==> src/rtl/data_stack_if.sv <==
// Decoder/ALU-facing bundle of the data stack: op stream in, operand registers and status out.
interface data_stack_if #(
  parameter int WIDTH = 16,
  parameter int DEPTH = 32
);
  localparam int CW = $clog2(DEPTH + 1);

  logic [2:0]       op;
  logic [WIDTH-1:0] din;
  logic [WIDTH-1:0] alu_out;
  logic [WIDTH-1:0] tos;
  logic [WIDTH-1:0] nos;
  logic [CW-1:0]    count;
  logic             empty;
  logic             full;
  logic             err_over;
  logic             err_under;

  modport master (
    output op, din, alu_out,
    input  tos, nos, count, empty, full, err_over, err_under
  );

  modport slave (
    input  op, din, alu_out,
    output tos, nos, count, empty, full, err_over, err_under
  );
endinterface

==> src/rtl/data_stack.sv <==
// Register-based data stack: TOS/NOS in flops for zero-latency ALU operands,
// deeper entries in a register array that spills/fills one word per op.
module data_stack #(
  parameter int DEPTH = 32,
  parameter int WIDTH = 16
) (
  input  logic       clk,
  input  logic       reset,
  data_stack_if.slave bus
);
  localparam int CW    = $clog2(DEPTH + 1);
  localparam int MEM_N = DEPTH - 2;
  localparam int AW    = (MEM_N > 1) ? $clog2(MEM_N) : 1;

  typedef enum logic [2:0] {
    OP_NOP    = 3'd0,
    OP_PUSH   = 3'd1,
    OP_POP    = 3'd2,
    OP_BINOP  = 3'd3,
    OP_DUP    = 3'd4,
    OP_SWAP   = 3'd5,
    OP_OVER   = 3'd6,
    OP_SETTOP = 3'd7
  } op_e;

  logic [WIDTH-1:0] tos_q, tos_d;
  logic [WIDTH-1:0] nos_q, nos_d;
  logic [CW-1:0]    count_q, count_d;
  logic             empty_q, empty_d;
  logic             full_q, full_d;
  logic             err_over_q, err_over_d;
  logic             err_under_q, err_under_d;

  logic [WIDTH-1:0] mem_q [MEM_N];

  logic             needs_one, needs_two, grows;
  logic             underflow, overflow;
  logic             spill_en;
  logic [AW-1:0]    wr_idx, rd_idx;
  logic [WIDTH-1:0] fill_val;

  // Entry count-2 is the slot just below NOS; the slot below that refills NOS.
  assign wr_idx   = AW'(count_q - CW'(2));
  assign rd_idx   = AW'(count_q - CW'(3));
  assign fill_val = (count_q >= CW'(3)) ? mem_q[rd_idx] : '0;

  always_comb begin
    tos_d       = tos_q;
    nos_d       = nos_q;
    count_d     = count_q;
    err_over_d  = err_over_q;
    err_under_d = err_under_q;
    spill_en    = 1'b0;
    needs_one   = 1'b0;
    needs_two   = 1'b0;
    grows       = 1'b0;

    case (op_e'(bus.op))
      OP_PUSH:   grows = 1'b1;
      OP_POP:    needs_one = 1'b1;
      OP_BINOP:  needs_two = 1'b1;
      OP_DUP:    begin needs_one = 1'b1; grows = 1'b1; end
      OP_SWAP:   needs_two = 1'b1;
      OP_OVER:   begin needs_two = 1'b1; grows = 1'b1; end
      OP_SETTOP: needs_one = 1'b1;
      default:   ;
    endcase

    underflow = (needs_one && (count_q == '0)) || (needs_two && (count_q < CW'(2)));
    overflow  = grows && (count_q == CW'(DEPTH));

    if (underflow) begin
      err_under_d = 1'b1;
    end else if (overflow) begin
      err_over_d = 1'b1;
    end else begin
      spill_en = grows && (count_q >= CW'(2));
      case (op_e'(bus.op))
        OP_PUSH: begin
          tos_d   = bus.din;
          nos_d   = tos_q;
          count_d = count_q + CW'(1);
        end
        OP_POP: begin
          tos_d   = nos_q;
          nos_d   = fill_val;
          count_d = count_q - CW'(1);
        end
        OP_BINOP: begin
          tos_d   = bus.alu_out;
          nos_d   = fill_val;
          count_d = count_q - CW'(1);
        end
        OP_DUP: begin
          nos_d   = tos_q;
          count_d = count_q + CW'(1);
        end
        OP_SWAP: begin
          tos_d = nos_q;
          nos_d = tos_q;
        end
        OP_OVER: begin
          tos_d   = nos_q;
          nos_d   = tos_q;
          count_d = count_q + CW'(1);
        end
        OP_SETTOP: tos_d = bus.din;
        default:   ;
      endcase
    end

    empty_d = (count_d == '0);
    full_d  = (count_d == CW'(DEPTH));
  end

  always_ff @(posedge clk) begin
    if (reset) begin
      tos_q       <= '0;
      nos_q       <= '0;
      count_q     <= '0;
      empty_q     <= 1'b1;
      full_q      <= 1'b0;
      err_over_q  <= 1'b0;
      err_under_q <= 1'b0;
    end else begin
      tos_q       <= tos_d;
      nos_q       <= nos_d;
      count_q     <= count_d;
      empty_q     <= empty_d;
      full_q      <= full_d;
      err_over_q  <= err_over_d;
      err_under_q <= err_under_d;
    end
  end

  // Array contents are don't-care after reset, so no reset on the spill write.
  always_ff @(posedge clk) begin
    if (!reset && spill_en) begin
      mem_q[wr_idx] <= nos_q;
    end
  end

  assign bus.tos       = tos_q;
  assign bus.nos       = nos_q;
  assign bus.count     = count_q;
  assign bus.empty     = empty_q;
  assign bus.full      = full_q;
  assign bus.err_over  = err_over_q;
  assign bus.err_under = err_under_q;
endmodule

==> src/flat_wrapper.sv <==
// flat-port wrapper written by rule: the top's interface ports become plain ports
module data_stack_flat 
#(
  parameter int DEPTH = 32,
  parameter int WIDTH = 16
)
  (clk, reset, bus_op, bus_din, bus_alu_out, bus_tos, bus_nos, bus_count, bus_empty, bus_full, bus_err_over, bus_err_under);
  data_stack_if #(.WIDTH(WIDTH), .DEPTH(DEPTH)) bus_i ();
  input  logic clk;
  input  logic reset;
  input wire logic [$bits(bus_i.op)-1:0] bus_op;
  input wire logic [$bits(bus_i.din)-1:0] bus_din;
  input wire logic [$bits(bus_i.alu_out)-1:0] bus_alu_out;
  output wire logic [$bits(bus_i.tos)-1:0] bus_tos;
  output wire logic [$bits(bus_i.nos)-1:0] bus_nos;
  output wire logic [$bits(bus_i.count)-1:0] bus_count;
  output wire logic [$bits(bus_i.empty)-1:0] bus_empty;
  output wire logic [$bits(bus_i.full)-1:0] bus_full;
  output wire logic [$bits(bus_i.err_over)-1:0] bus_err_over;
  output wire logic [$bits(bus_i.err_under)-1:0] bus_err_under;
  assign bus_i.op = bus_op;
  assign bus_i.din = bus_din;
  assign bus_i.alu_out = bus_alu_out;
  assign bus_tos = bus_i.tos;
  assign bus_nos = bus_i.nos;
  assign bus_count = bus_i.count;
  assign bus_empty = bus_i.empty;
  assign bus_full = bus_i.full;
  assign bus_err_over = bus_i.err_over;
  assign bus_err_under = bus_i.err_under;
  data_stack #(.DEPTH(DEPTH), .WIDTH(WIDTH)) u_core (.clk(clk), .reset(reset), .bus(bus_i));
endmodule
==> config.mk <==
export PLATFORM = sky130hd
export DESIGN_NAME = data_stack_flat
export DESIGN_NICKNAME = d
export VERILOG_FILES = /design/src/rtl/data_stack_if.sv /design/src/rtl/data_stack.sv /design/src/flat_wrapper.sv
export SDC_FILE = /design/constraint.sdc
export NUM_CORES = 1
export LEC_CHECK = 0
export BUFFER_PORTS_ARGS = -buffer_cell sky130_fd_sc_hd__buf_4
export CORE_UTILIZATION = 60
export CTS_BUF_LIST = sky130_fd_sc_hd__clkbuf_2
export DETAILED_ROUTE_END_ITERATION = 8
export GPL_TIMING_DRIVEN = 1
export PLACE_DENSITY = 0.84
export SYNTH_ARGS = -nofsm -noshare
export SYNTH_HDL_FRONTEND = slang
export SYNTH_SLANG_ARGS = --single-unit
==> constraint.sdc <==
create_clock -name clk -period 5.65 [get_ports clk]
set_clock_uncertainty 0.15 [all_clocks]
set_input_delay 0.8475 -clock clk [delete_from_list [all_inputs] [get_ports clk]]
set_output_delay 0.8475 -clock clk [all_outputs]
set_load 0.05 [all_outputs]
==> results.ini <==
[power_and_ir_drop]
pwr_density_cell_mw_per_mm2=521
intPower_mw=7.54
irDropWorstVdd_mv=0.467
power.switching_mw=4.77
clockPowerShare=0.189
combinationalPowerShare=0.395
switching_share=0.388
power.total_mw=12.3
p_leak_nw=8.07
p_seq_frac=0.415

[synth]
synth_area_mm2=0.0213
yosys_warnings=0
synth_nets=1213
syn_area_per_cell_um2=18.3
syn_inst=1165
synth_cell_types=60
ys_ff_latch=522
ys_seq_area_frac=0.716
synth-edff-count=480
synthArstFlopShare=0
synth-main-ff-cell=edfxtp_1

[worst_setup_path]
cpPeakStageDelay_ps=880
crit_buf_inv=2
startpoint_type=flip-flop
critical_path_cell_count=9
path_cells=inv_1 > ha_4 > buf_4 > mux4_2 > nor2b_1 > a211oi_1 > a21oi_1 > a22oi_1 > o21ai_1
crit_slowest_cell=ha_4
crit_family=compound AO/OA/AOI/OAI gates
reg2reg_depth=9
required_ps=6410
crit_path_end_kind=flip-flop
path_class=flip-flop to flip-flop
crit_path_max_fanout=52
cp.arrival_ps=4940

[placed_design]
port_buffers=78
gp_congestion=0.893
dpl.hpwl_mm=29.3
placed_area_mm2=0.0226

[sta]
slew_headroom=0.338
fin_crit_sh=0.739
totalNegativeSetupSlack_ps=0
slew_violations=0
fmax_ghz=0.239
setup_viol=0
hold_viol=0
layout_min_cycle_time_ps=4180
worst_pin_slew_ps=992
grt_setup_unrepaired=false

[layout]
area_growth_pct=11.1
layout_commonest_cell=edfxtp_1
fin_area_mm2=0.0237
nets=1397
fin_util=0.682
num-fill-cells=2239
drive_gt1_frac=0.319
final_cell_mix=edfxtp_1 (480), clkbuf_2 (179), buf_4 (131)

[drt]
vias_per_cell=6.35
dr.first_iter.drc_count=1150
final_antenna_net_count=0
wire_per_inst_um=26.0
drt-total-wl_mm=49.5
drc=0
drtPass1Iterations=5
vias=12100

[global_route]
grt_max_degree=105
grt_pass1_wl_mm=73.5
grt_use_total=0.283
grt-ovfl-total=0
grt_pass1_vias=12000
antenna_found_initial=1

[flow_run]
maxCapViolCount=0

[die]
die-area_mm2=0.0363
dieWidth_um=190
core_mm2=0.0347
start_util=0.613
num_rows=68
io_pins=79
die_y_um=190

[clocking]
cts_root_buf=clkbuf_2
clkTransAtPathRegs_ps=140
htreeDepth=3
cts_sinks=522
ctsResizeCount=0
clock_latency_ps=1080
cts_buffers=118
cts_tree=yes
clock_path_buffers=3

[worst_hold_path]
whs_path_depth=5
min_path_type=input port to flip-flop

[status]
status=complete, no violations

## Yosys cell counts (5+ instances only)
| library cell | number | share of area |
|---|---|---|
| dfxtp_1 | 42 | 0.039 |
| o211ai_1 | 18 | 0.0063 |
| mux4_2 | 112 | 0.12 |
| edfxtp_1 | 480 | 0.68 |
| buf_2 | 18 | 0.0042 |
| ha_1 | 10 | 0.0059 |
| mux2i_1 | 82 | 0.039 |
| xnor2_1 | 6 | 0.0025 |
| buf_4 | 16 | 0.0056 |
| nand2_1 | 53 | 0.0093 |
| inv_1 | 6 | 0.0011 |
| and2_1 | 16 | 0.0047 |
| o21ai_0 | 16 | 0.0038 |
| buf_1 | 7 | 0.0012 |
| nor2b_1 | 16 | 0.0047 |
| nor2_1 | 61 | 0.011 |
| a21oi_1 | 53 | 0.012 |
| a22oi_1 | 16 | 0.0056 |
| nand2b_1 | 5 | 0.0015 |
| clkbuf_1 | 25 | 0.0044 |
| a211oi_1 | 32 | 0.011 |
| o21ai_1 | 17 | 0.0040 |
## final timing paths
path                            start                 end  slack (ps)
hold / removal             bus_din[5]   u_core.bus.tos[5]          90
hold reg to reg     u_core.bus.tos[8]   u_core.bus.tos[8]         330
setup reg to reg  u_core.bus.count[0]  u_core.bus.nos[15]        1470
setup / recovery  u_core.bus.count[0]  u_core.bus.nos[15]        1470
## flip-flops by register name (all words and copies together) (netlist names)
signal	cells
u_core.bus.count	6
u_core.bus.empty	1
u_core.bus.err_over	1
u_core.bus.err_under	1
u_core.bus.full	1
u_core.bus.nos	16
u_core.bus.tos	16
u_core.mem_q	480
## timing repair
item,in CTS,in global routing
hold buffers,1,0
buffers inserted,0,0
hold endpoints to repair,4,0
## cell type report
type	instances	area, um^2	share of cell area
Clock inverter	40	191	0.00809
Timing Repair Buffer	134	1030	0.0437
Inverter	6	22.5	0.000952
Sequential cell	522	15300	0.645
Multi-Input combinational cell	567	5690	0.240
Antenna cell	2	5.00	0.000211
Clock buffer	179	896	0.0379
Tap cell	455	569	0.0241
## metrics by stage
| step | std cells | setup WS, ps | hold WS [ps] |
|---|---|---|---|
| 6_report | 1905 | 1470 | 86.9 |
| 5_1_grt | 1905 | 1310 | 77.8 |
| 4_1_cts | 1903 | 1470 | 6.57 |
| 3_5_place_dp | 1683 | 1510 | 316 |
| 3_3_place_gp | 1683 | 1650 | 301 |
| 2_1_floorplan | 1165 | 483 | 524 |
## tightest hold or removal path, stage by stage
cell	delay, ps
buf_4	90
o22ai_1	90
nand2_1	70
o211ai_1	90
a21oi_1	140
## routing by layer
metal  vias to the layer above  wire length, um  track usage
met5                         -                0            0
met4                         0             1820        0.135
met3                       103             4520       0.0605
met2                       732            24100        0.442
met1                      6112            19000        0.383
li1                       5153                -            -
## kinds of logic (layout without fill, tap and decap cells)
group | after synthesis | in the layout | share of synthesized area
flip-flops | 522 | 522 | 0.716
AND/OR/NAND/NOR | 178 | 178 | 0.0425
XOR/XNOR | 10 | 10 | 0.00411
buffers and inverters | 76 | 359 | 0.0189
multiplexers | 197 | 197 | 0.159
adder cells (fa/ha/maj) | 11 | 11 | 0.00682
other | 0 | 2 | 0
AO/OA/AOI/OAI | 171 | 171 | 0.0526
## power by group through the flow
stage / clock network [mW] / logic, mW / registers (mW)
detailed placement: 0 / 4.83 / 5.20
global placement: 0 / 4.71 / 5.19
global route: 2.58 / 5.10 / 5.14
floorplan: 0 / 2.83 / 5.65
finish: 2.33 / 4.87 / 5.12
CTS: 2.38 / 4.85 / 5.11
Note: power is estimated with default switching activity, not from simulation.
